$ cat config.mk
export PLATFORM = sky130hd
export DESIGN_NAME = bfly_r2_pipe
export DESIGN_NICKNAME = d
export VERILOG_FILES = /design/src/rtl/bfly_r2_pipe.sv
export SDC_FILE = /design/constraint.sdc
export NUM_CORES = 2
export LEC_CHECK = 0
export ABC_AREA = 1
export BUFFER_PORTS_ARGS = -buffer_cell sky130_fd_sc_hd__buf_2
export CORE_MARGIN = 2
export CORE_UTILIZATION = 35
export CTS_BUF_LIST = sky130_fd_sc_hd__clkbuf_8 sky130_fd_sc_hd__clkbuf_16
export DETAILED_ROUTE_END_ITERATION = 8
export PLACE_DENSITY = 0.6
export SYNTH_ARGS = -nofsm -noshare
export SYNTH_HDL_FRONTEND = slang
export SYNTH_SLANG_ARGS = --single-unit
export TNS_END_PERCENT = 20
$ cat constraint.sdc
create_clock -name clk -period 7.51 [get_ports clk]
set_input_delay 1.502 -clock clk [delete_from_list [all_inputs] [get_ports clk]]
set_output_delay 1.502 -clock clk [all_outputs]
set_load 0.005 [all_outputs]
$ cat src/rtl/bfly_r2_pipe.sv
// bfly_r2_pipe: pipelined radix-2 DIT butterfly, out1 = y + w*x, out2 = y - w*x.
// Four register stages share one advance enable. A downstream stall freezes the
// whole pipe. Rounding is half-up. The inverse (conjugate twiddle) and
// scale-by-half settings travel with each transaction.
// Build option: define BFLY_SAT_EN to clamp out-of-range results. Without it,
// results wrap to the low DATA_W bits. ovf reports the condition in both builds.

// One output lane of the last stage: y +/- G at DATA_W+2 bits, optional halving,
// then reduction to DATA_W bits with an out-of-range flag.
module bfly_r2_out #(
  parameter int DATA_W = 22,
  parameter bit SUB    = 1'b0
) (
  input  logic signed [DATA_W-1:0] y,
  input  logic signed [DATA_W:0]   g,
  input  logic                     scale,
  output logic        [DATA_W-1:0] res,
  output logic                     ovf
);
  localparam int SW = DATA_W + 2;
  localparam logic signed [SW-1:0] R_MAX = SW'((64'sd1 <<< (DATA_W-1)) - 64'sd1);
  localparam logic signed [SW-1:0] R_MIN = -R_MAX - SW'(1);

  logic signed [SW-1:0] sum, red;

  // sum/difference, rounded halving, range check and reduction
  always_comb begin
    sum = SUB ? (SW'(y) - SW'(g)) : (SW'(y) + SW'(g));
    red = scale ? ((sum + SW'(1)) >>> 1) : sum;
    ovf = (red > R_MAX) || (red < R_MIN);
`ifdef BFLY_SAT_EN
    if (red > R_MAX)      res = R_MAX[DATA_W-1:0];
    else if (red < R_MIN) res = R_MIN[DATA_W-1:0];
    else                  res = red[DATA_W-1:0];
`else
    res = red[DATA_W-1:0];
`endif
  end
endmodule

module bfly_r2_pipe #(
  parameter int DATA_W = 22,
  parameter int FRAC_W = 11,
  parameter int W_W    = 12,
  parameter int W_FRAC = 10,
  parameter int TAG_W  = 6
) (
  input  logic              clk,
  input  logic              rst_n,
  input  logic              in_valid,
  output logic              in_ready,
  input  logic [DATA_W-1:0] x_real,
  input  logic [DATA_W-1:0] x_img,
  input  logic [DATA_W-1:0] y_real,
  input  logic [DATA_W-1:0] y_img,
  input  logic [W_W-1:0]    w_real,
  input  logic [W_W-1:0]    w_img,
  input  logic              inv,
  input  logic              scale,
  input  logic [TAG_W-1:0]  tag_in,
  output logic              out_valid,
  input  logic              out_ready,
  output logic [DATA_W-1:0] out1_real,
  output logic [DATA_W-1:0] out1_img,
  output logic [DATA_W-1:0] out2_real,
  output logic [DATA_W-1:0] out2_img,
  output logic [TAG_W-1:0]  tag_out,
  output logic              ovf,
  input  logic              ovf_clr
);
  localparam int STAGES = 4;
  localparam int LANES  = 4;
  localparam int PW     = DATA_W + W_W;
  localparam int GW     = DATA_W + 1;
  localparam logic signed [W_W-1:0] W_MAX = {1'b0, {(W_W-1){1'b1}}};
  localparam logic signed [W_W-1:0] W_MIN = {1'b1, {(W_W-1){1'b0}}};
  localparam logic signed [PW:0] G_MAX = (PW+1)'((64'sd1 <<< (GW-1)) - 64'sd1);
  localparam logic signed [PW:0] G_MIN = -G_MAX - (PW+1)'(1);
  localparam logic signed [PW:0] G_RND = (PW+1)'(64'sd1 <<< (W_FRAC-1));

  // FRAC_W carries no arithmetic; only sanity-check it against the data width.
  if (FRAC_W < 0 || FRAC_W >= DATA_W) begin : g_bad_frac
    $error("FRAC_W must lie in [0, DATA_W)");
  end

  logic              adv;
  logic [STAGES:1]   vld_pipe;

  assign out_valid = vld_pipe[STAGES];
  assign adv       = out_ready | ~out_valid;
  assign in_ready  = adv;

  // stage 1 registers
  logic signed [DATA_W-1:0] s1_xr, s1_xi, s1_yr, s1_yi;
  logic signed [W_W-1:0]    s1_wr, s1_wi;
  logic                     s1_scale;
  logic [TAG_W-1:0]         s1_tag;
  // stage 2 registers
  logic signed [PW-1:0]     s2_prr, s2_pii, s2_pri, s2_pir;
  logic signed [DATA_W-1:0] s2_yr, s2_yi;
  logic                     s2_scale;
  logic [TAG_W-1:0]         s2_tag;
  // stage 3 registers
  logic signed [GW-1:0]     s3_gr, s3_gi;
  logic                     s3_gofl;
  logic signed [DATA_W-1:0] s3_yr, s3_yi;
  logic                     s3_scale;
  logic [TAG_W-1:0]         s3_tag;
  // stage 4 (output) registers
  logic [LANES-1:0][DATA_W-1:0] res_q;
  logic [TAG_W-1:0]             tag_q;

  // Conjugate twiddle for inverse mode; -MIN has no encoding, so it clamps to MAX.
  logic signed [W_W-1:0] wi_in;
  always_comb begin
    wi_in = $signed(w_img);
    if (inv) wi_in = (w_img == W_MIN) ? W_MAX : -$signed(w_img);
  end

  // Clamp a rounded product sum into GW bits; the top bit flags a clamp.
  function automatic logic [GW:0] clamp_g(input logic signed [PW:0] v);
    if (v > G_MAX) return {1'b1, G_MAX[GW-1:0]};
    if (v < G_MIN) return {1'b1, G_MIN[GW-1:0]};
    return {1'b0, v[GW-1:0]};
  endfunction

  logic signed [PW:0]   gr_full, gi_full, gr_sh, gi_sh;
  logic        [GW-1:0] gr_sat, gi_sat;
  logic                 gr_of, gi_of;

  // complex product recombination, round half-up, clamp
  always_comb begin
    gr_full = (PW+1)'(s2_prr) - (PW+1)'(s2_pii);
    gi_full = (PW+1)'(s2_pri) + (PW+1)'(s2_pir);
    gr_sh   = (gr_full + G_RND) >>> W_FRAC;
    gi_sh   = (gi_full + G_RND) >>> W_FRAC;
    {gr_of, gr_sat} = clamp_g(gr_sh);
    {gi_of, gi_sat} = clamp_g(gi_sh);
  end

  // Output lanes: 0 = out1 re, 1 = out1 im, 2 = out2 re, 3 = out2 im.
  logic [LANES-1:0][DATA_W-1:0] lane_y, lane_res;
  logic [LANES-1:0][DATA_W:0]   lane_g;
  logic [LANES-1:0]             lane_ovf;

  assign lane_y = {s3_yi, s3_yr, s3_yi, s3_yr};
  assign lane_g = {s3_gi, s3_gr, s3_gi, s3_gr};

  for (genvar l = 0; l < LANES; l++) begin : g_lane
    bfly_r2_out #(.DATA_W(DATA_W), .SUB(l >= 2)) u_out (
      .y     (lane_y[l]),
      .g     (lane_g[l]),
      .scale (s3_scale),
      .res   (lane_res[l]),
      .ovf   (lane_ovf[l])
    );
  end

  // valid shift register; the whole pipe moves only on adv
  always_ff @(posedge clk) begin
    if (!rst_n)   vld_pipe <= '0;
    else if (adv) vld_pipe <= {vld_pipe[STAGES-1:1], in_valid};
  end

  // stage 1: capture operands and the (possibly conjugated) twiddle
  always_ff @(posedge clk) begin
    if (!rst_n) begin
      {s1_xr, s1_xi, s1_yr, s1_yi} <= '0;
      {s1_wr, s1_wi, s1_scale, s1_tag} <= '0;
    end else if (adv) begin
      s1_xr <= x_real; s1_xi <= x_img;
      s1_yr <= y_real; s1_yi <= y_img;
      s1_wr <= w_real; s1_wi <= wi_in;
      s1_scale <= scale; s1_tag <= tag_in;
    end
  end

  // stage 2: four full-width partial products
  always_ff @(posedge clk) begin
    if (!rst_n) begin
      {s2_prr, s2_pii, s2_pri, s2_pir} <= '0;
      {s2_yr, s2_yi, s2_scale, s2_tag} <= '0;
    end else if (adv) begin
      s2_prr <= PW'(s1_xr) * PW'(s1_wr);
      s2_pii <= PW'(s1_xi) * PW'(s1_wi);
      s2_pri <= PW'(s1_xr) * PW'(s1_wi);
      s2_pir <= PW'(s1_xi) * PW'(s1_wr);
      s2_yr <= s1_yr; s2_yi <= s1_yi;
      s2_scale <= s1_scale; s2_tag <= s1_tag;
    end
  end

  // stage 3: rounded, clamped G = w*x
  always_ff @(posedge clk) begin
    if (!rst_n) begin
      {s3_gr, s3_gi, s3_gofl} <= '0;
      {s3_yr, s3_yi, s3_scale, s3_tag} <= '0;
    end else if (adv) begin
      s3_gr <= gr_sat; s3_gi <= gi_sat;
      s3_gofl <= gr_of | gi_of;
      s3_yr <= s2_yr; s3_yi <= s2_yi;
      s3_scale <= s2_scale; s3_tag <= s2_tag;
    end
  end

  // stage 4: registered results, held stable while stalled
  always_ff @(posedge clk) begin
    if (!rst_n) begin
      res_q <= '0;
      tag_q <= '0;
    end else if (adv) begin
      res_q <= lane_res;
      tag_q <= s3_tag;
    end
  end

  // Sticky overflow. Setting only on adv counts a stalled transaction once;
  // a set in the same cycle as ovf_clr wins.
  always_ff @(posedge clk) begin
    if (!rst_n)                                           ovf <= 1'b0;
    else if (adv && vld_pipe[3] && (s3_gofl || |lane_ovf)) ovf <= 1'b1;
    else if (ovf_clr)                                     ovf <= 1'b0;
  end

  assign out1_real = res_q[0];
  assign out1_img  = res_q[1];
  assign out2_real = res_q[2];
  assign out2_img  = res_q[3];
  assign tag_out   = tag_q;
endmodule

==> Yosys cells after proc, flatten, opt, wreduce, memory -nomap -nowiden <==
Cells that the tools add are included.
{ "op_classes": {"n_addsub": 13, "n_mul": 4, "magnitude_cmp": 12, "eq_ne": 1, "mux": 22, "bitwise": 3, "n_reduce_logical": 9} }
{ "ops": {"columns": ["cell", "count"], "rows": [
  ["24-bit 2-to-1 mux", 12],
  ["22-bit by 12-bit multiplier with 34-bit output", 4],
  ["24-bit by 2-bit adder with 24-bit output, second input constant", 4],
  ["24-bit by 22-bit greater-than comparator with 1-bit output, second input constant", 4],
  ["24-bit by 22-bit < comparator with 1-bit output, second input constant", 4],
  ["35-bit by 11-bit adder with 35-bit output, second input constant", 2],
  ["25-bit by 23-bit greater-than comparator with 1-bit output, second input constant", 2],
  ["25-bit by 23-bit < comparator with 1-bit output, second input constant", 2],
  ["22-bit by 23-bit adder with 24-bit output", 2],
  ["22-bit by 23-bit subtractor with 24-bit output", 2],
  ["34-bit by 34-bit adder with 35-bit output", 1],
  ["34-bit by 34-bit subtractor with 35-bit output", 1],
  ["12-bit 2-to-1 mux", 2],
  ["12-bit == test, second input constant", 1],
  ["12-bit negation", 1],
  ["1-bit 2-to-1 mux", 8],
  ["1-bit logical OR", 5],
  ["4-bit OR reduction", 1],
  ["1-bit logical AND", 2],
  ["1-bit OR", 2],
  ["2-bit nonzero test", 1],
  ["1-bit inverter", 1]
]} }
{ "totals": {"reg_bits": 503, "inputBits": 125, "out_inout_bits": 97} }

==> Logic depth before layout (Yosys ltp) <==
{ "depth": {"ltp_word": 9, "depth_mapped": 29, "mapped_depth_nobuf": 27} }

==> Cells and area by module <==
Synthesis repeated with hierarchy kept, for this count alone.
{ "hier_totals": {"cells_unflattened": 10187, "hier_area_um2": 71302.1} }
{ "modules_own_cells": {"columns": ["mod", "instances", "cells_each", "area_each_um2"], "rows": [
  ["bfly_r2_pipe", 1, 7892, 60215.3],
  ["bfly_r2_out (g_lane[0].u_out ...)", 2, 553, 2626.3],
  ["bfly_r2_out (g_lane[3].u_out)", 1, 590, 2934.1],
  ["bfly_r2_out (g_lane[2].u_out)", 1, 599, 2900.3]
]} }

==> Worst setup path after synthesis <==
OpenSTA, ideal clock, no wires.
{ "synth_path": {"path_kind": "flip-flop to flip-flop", "start": "register s1_wi[3]", "end": "register s2_pri[27]", "t_arrival_ps": 5534, "setup_slack_ps": 1863, "path_stages_with_launch": 26, "n_path_buf": 2, "period_less_slack_ps": 5647, "path_cell_list": "dfxtp_1 -> clkbuf_1 -> clkbuf_1 -> nand2_1 -> fa_1 -> inv_1 -> fa_1 -> inv_1 -> fa_1 -> inv_1 -> fa_1 -> fa_1 -> ha_1 -> a21o_1 -> a21oi_1 -> o21bai_1 -> a21oi_1 -> o21ai_1 -> a21oi_1 -> o21ai_1 -> a21boi_0 -> o21bai_1 -> nand2_1 -> nand2_1 -> o21bai_1 -> inv_1"} }
{ "synth_via": {"elab_chain_len": 1} }
{ "synth_lines": {"columns": ["item", "line_no", "source"], "rows": [
  ["from (decl)", "95", "logic signed [W_W-1:0] s1_wr, s1_wi;"],
  ["from (signal assigned)", "173", "s1_wr <= w_real; s1_wi <= wi_in;"],
  ["22-bit by 12-bit multiplier with 34-bit output", "186", "s2_pri <= PW'(s1_xr) * PW'(s1_wi);"],
  ["to (signal assigned)", "186", null],
  ["to (decl)", "99", "logic signed [PW-1:0] s2_prr, s2_pii, s2_pri, s2_pir;"]
]} }
No other way between the ends.
A chain may end at the register's enable or synchronous reset.

==> Final worst setup path <==
{ "layout_path": {"start": "register s1_wi[1]", "end": "register s2_pri[26]"} }
The elaborated chain is that of the path after synthesis.

==> flow_metrics.tcl <==
set metrics [dict create \
    status "completed" \
    cp_slowest_cell "dfxtp_1" \
    critical_path.cell_chain "nand2_1 > fa_1 > inv_1 > ha_1 > inv_1 > fa_1 > fa_1 > fa_1 > inv_1 > ha_1 > nand3_1 > nand3_1 > nand2_1 > nand2_1 > a21oi_1 > o21a_1 > o21ai_1 > a21oi_1 > o21ai_1 > a21oi_1 > xnor2_1 > o21bai_1 > inv_1" \
    end_kind "flop" \
    nets 10900 \
    period_share_pct 86.0 \
    clock_latency_ns 0.72 \
    place_area_sq_um 71500 \
    numCtsBuffers 66 \
    drc_errors 0 \
    antenna_left 0 \
    hold_ws_ns 0.463 \
    port_buffers 221 \
    powerDensity_nw_per_um2 288 \
    wl_per_cell_um 18.7 \
    rsz0062_at_grt "no" \
    std_cell_rows 161 \
    drtIter0Drc 4118 \
    ios 222 \
    ys_warn_count 0 \
    finalMaxSlewViolations 0 \
    ir_drop_mv 0.240 \
    fmax_ghz 0.155 \
    cts_hold_buf 0 \
    min-delay-start "ovf" \
    grt_pass1_vias 59600 \
    final_cell_mix "nand2_1 (2105), inv_1 (1975), fa_1 (956)" \
    hpwl_um 180000 \
    period_minus_slack_ns 6.46 \
    path_clk_slew_ns 0.06 \
    avgSynthCellArea_sq_um 7.29 \
    gp_congestion 0.959 \
    p_leak_nw 38.2 \
    grt_max_degree 150 \
    vias_per_cell 4.94 \
    worstMarginPinSlew_ns 1.19 \
    required_ns 8.15 \
    hold_depth 2 \
    hold_viol 0 \
    path_class "flop to flop" \
    r2r_end "s2_pri[26]" \
    skew_ns 0.0338 \
    dp_slack_ns 1.14 \
    ys_seq_area_share_pct 14.8 \
    start_util_pct 35.3 \
    nFillCells 20000 \
    vias 58600 \
    r2r_cells 23 \
    grt_pass1_wl_um 346000 \
    die_x_um 445 \
    hold_end "ovf" \
    crit_buf_inv 4 \
    relSlewSlack_pct 20.7 \
    crit_fanout 17 \
    final-seq-area_sq_um 10100 \
    core_area_sq_um 193000 \
    drt-pass1-iter-count 6 \
    multi_input_area_sq_um 48600 \
    netlist_instances 9322 \
    r2r-start "s1_wi[1]" \
    cts_tree "yes" \
    cap_viol_max_count 0 \
    fin_ws_ns 1.05 \
    grt_overflow 0 \
    synth_fp_nets 10900 \
    fin_util_pct 38.3 \
    synth-seq-cells 503 \
    root_buffer "clkbuf_16" \
    dieHeight_um 445 \
    final_common_cell "nand2_1" \
    hold_path_class "flop to flop" \
    cts_setup_buffers 0 \
    start_kind "flop" \
    synth-edff-count 0 \
    dieArea_sq_um 198000 \
    path_delay_family "adder cells" \
    fin_tns_setup_ns 0 \
    synth_cell_type_count 60 \
    fin_cells 11900 \
    r2r_slack_ns 1.05 \
    area_growth_pct 8.67 \
    arrival_ns 7.10 \
    fin_area_sq_um 73900 \
    finalSetupViolations 0 \
    clock-sinks 503 \
    critPathMaxStageDelay_ns 0.97 \
    synthArstFlopShare_pct 0 \
    track_usage_pct 22.4 \
    synth_flop_cell "dfxtp_1" \
    numPlacedInstances 11700 \
    p_total_mw 21.3 \
    h-tree-depth 3 \
    cts.repair.resized 0 \
    antenna_found_initial 8 \
    postRouteWirelength_um 221000 \
    cts_max_path_buffers 3 \
    post_synth_instance_area_sq_um 68000 \
    layout-drive-gt1-share_pct 6.98 \
]
[area by class of cell]
class                           instances  area share [%]
Tap cell                             2526            4.28
Clock inverter                         42           0.830
Multi-Input combinational cell       6368            65.7
Clock buffer                           74            2.38
Antenna cell                            7          0.0237
Inverter                             2007            10.2
Sequential cell                       503            13.7
Timing Repair Buffer                  342            2.87
[how the worst max path moves through the flow]
stage,from,end,slack [ns],cells after the start
2_1_floorplan,s1_wi[3],s2_pri[27],1.86,25
3_3_place_gp,s1_wi[1],s2_pri[26],1.05,23
3_5_place_dp,s1_wi[1],s2_pri[26],1.14,23
4_1_cts,s1_wi[1],s2_pri[26],1.12,23
5_1_grt,s1_wr[4],s2_pir[27],0.71,23
6_report,s1_wi[1],s2_pri[26],1.05,23
[layer usage]
layer  track usage [%]  part of all wire (%)  vias up
met5                 0                     0        -
met4              9.33                   4.2        0
met3              2.41                   4.9      284
met2              38.0                    48     1560
met1              29.1                    43    28600
li1                  -                     -    28200
[kinds of logic (layout without fill, tap and decap cells)]
logic type | count (synthesis) | after routing | synth area share [%]
AO/OA/AOI/OAI | 1366 | 1366 | 11.2
XOR/XNOR | 206 | 206 | 2.69
adder cells (fa/ha/maj) | 1467 | 1467 | 37.5
buffers and inverters | 2451 | 2465 | 13.8
flip-flops | 503 | 503 | 14.8
other | 0 | 7 | 0
AND/OR/NAND/NOR | 3329 | 3329 | 20.0
[worst reg2reg max path, stage by stage (launching register included)]
cell	delay, ns
dfxtp_1	0.97
nand2_1	0.18
fa_1	0.56
inv_1	0.05
ha_1	0.27
inv_1	0.05
fa_1	0.52
fa_1	0.44
fa_1	0.54
inv_1	0.04
ha_1	0.34
nand3_1	0.10
nand3_1	0.11
nand2_1	0.06
nand2_1	0.11
a21oi_1	0.11
o21a_1	0.23
o21ai_1	0.29
a21oi_1	0.16
o21ai_1	0.26
a21oi_1	0.18
xnor2_1	0.63
o21bai_1	0.12
inv_1	0.07
[synth_stat cells (all sizes together), types with 86 or more instances]
| cell type | count | area [sq um] |
|---|---|---|
| nor2 | 793 | 3130 |
| ha | 511 | 6390 |
| dfxtp | 503 | 10100 |
| o21bai | 93 | 709 |
| fa | 956 | 19100 |
| o21ai | 611 | 3070 |
| clkbuf | 378 | 1420 |
| xnor2 | 86 | 753 |
| a21oi | 454 | 2290 |
| nand3 | 236 | 1270 |
| xor2 | 120 | 1070 |
| nand2 | 2161 | 8280 |
| inv | 2007 | 7540 |
[state kept, by name, summed over array words and instances (netlist names), 12 cells and up]
signal and cells:
s2_yr 22, s3_yi 22, s1_wr 12, s1_yi 22
out2_img 22, s3_gr 23, s2_prr 34, out1_real 22
s1_yr 22, s2_pri 34, out1_img 22, s2_yi 22
s1_xi 22, out2_real 22, s3_yr 22, s2_pii 34
s1_xr 22, s1_wi 12, s2_pir 34, s3_gi 23
[power breakdown]
part / leakage, nW / switching, mW / internal (mW) / total (mW)
Sequential: 4.17 / 0.651 / 3.30 / 3.95
Combinational: 32.8 / 9.11 / 4.70 / 13.8
Clock: 1.18 / 1.44 / 2.06 / 3.50
Total: 38.2 / 11.2 / 10.1 / 21.3
Note: power is estimated with default switching activity, not from simulation.
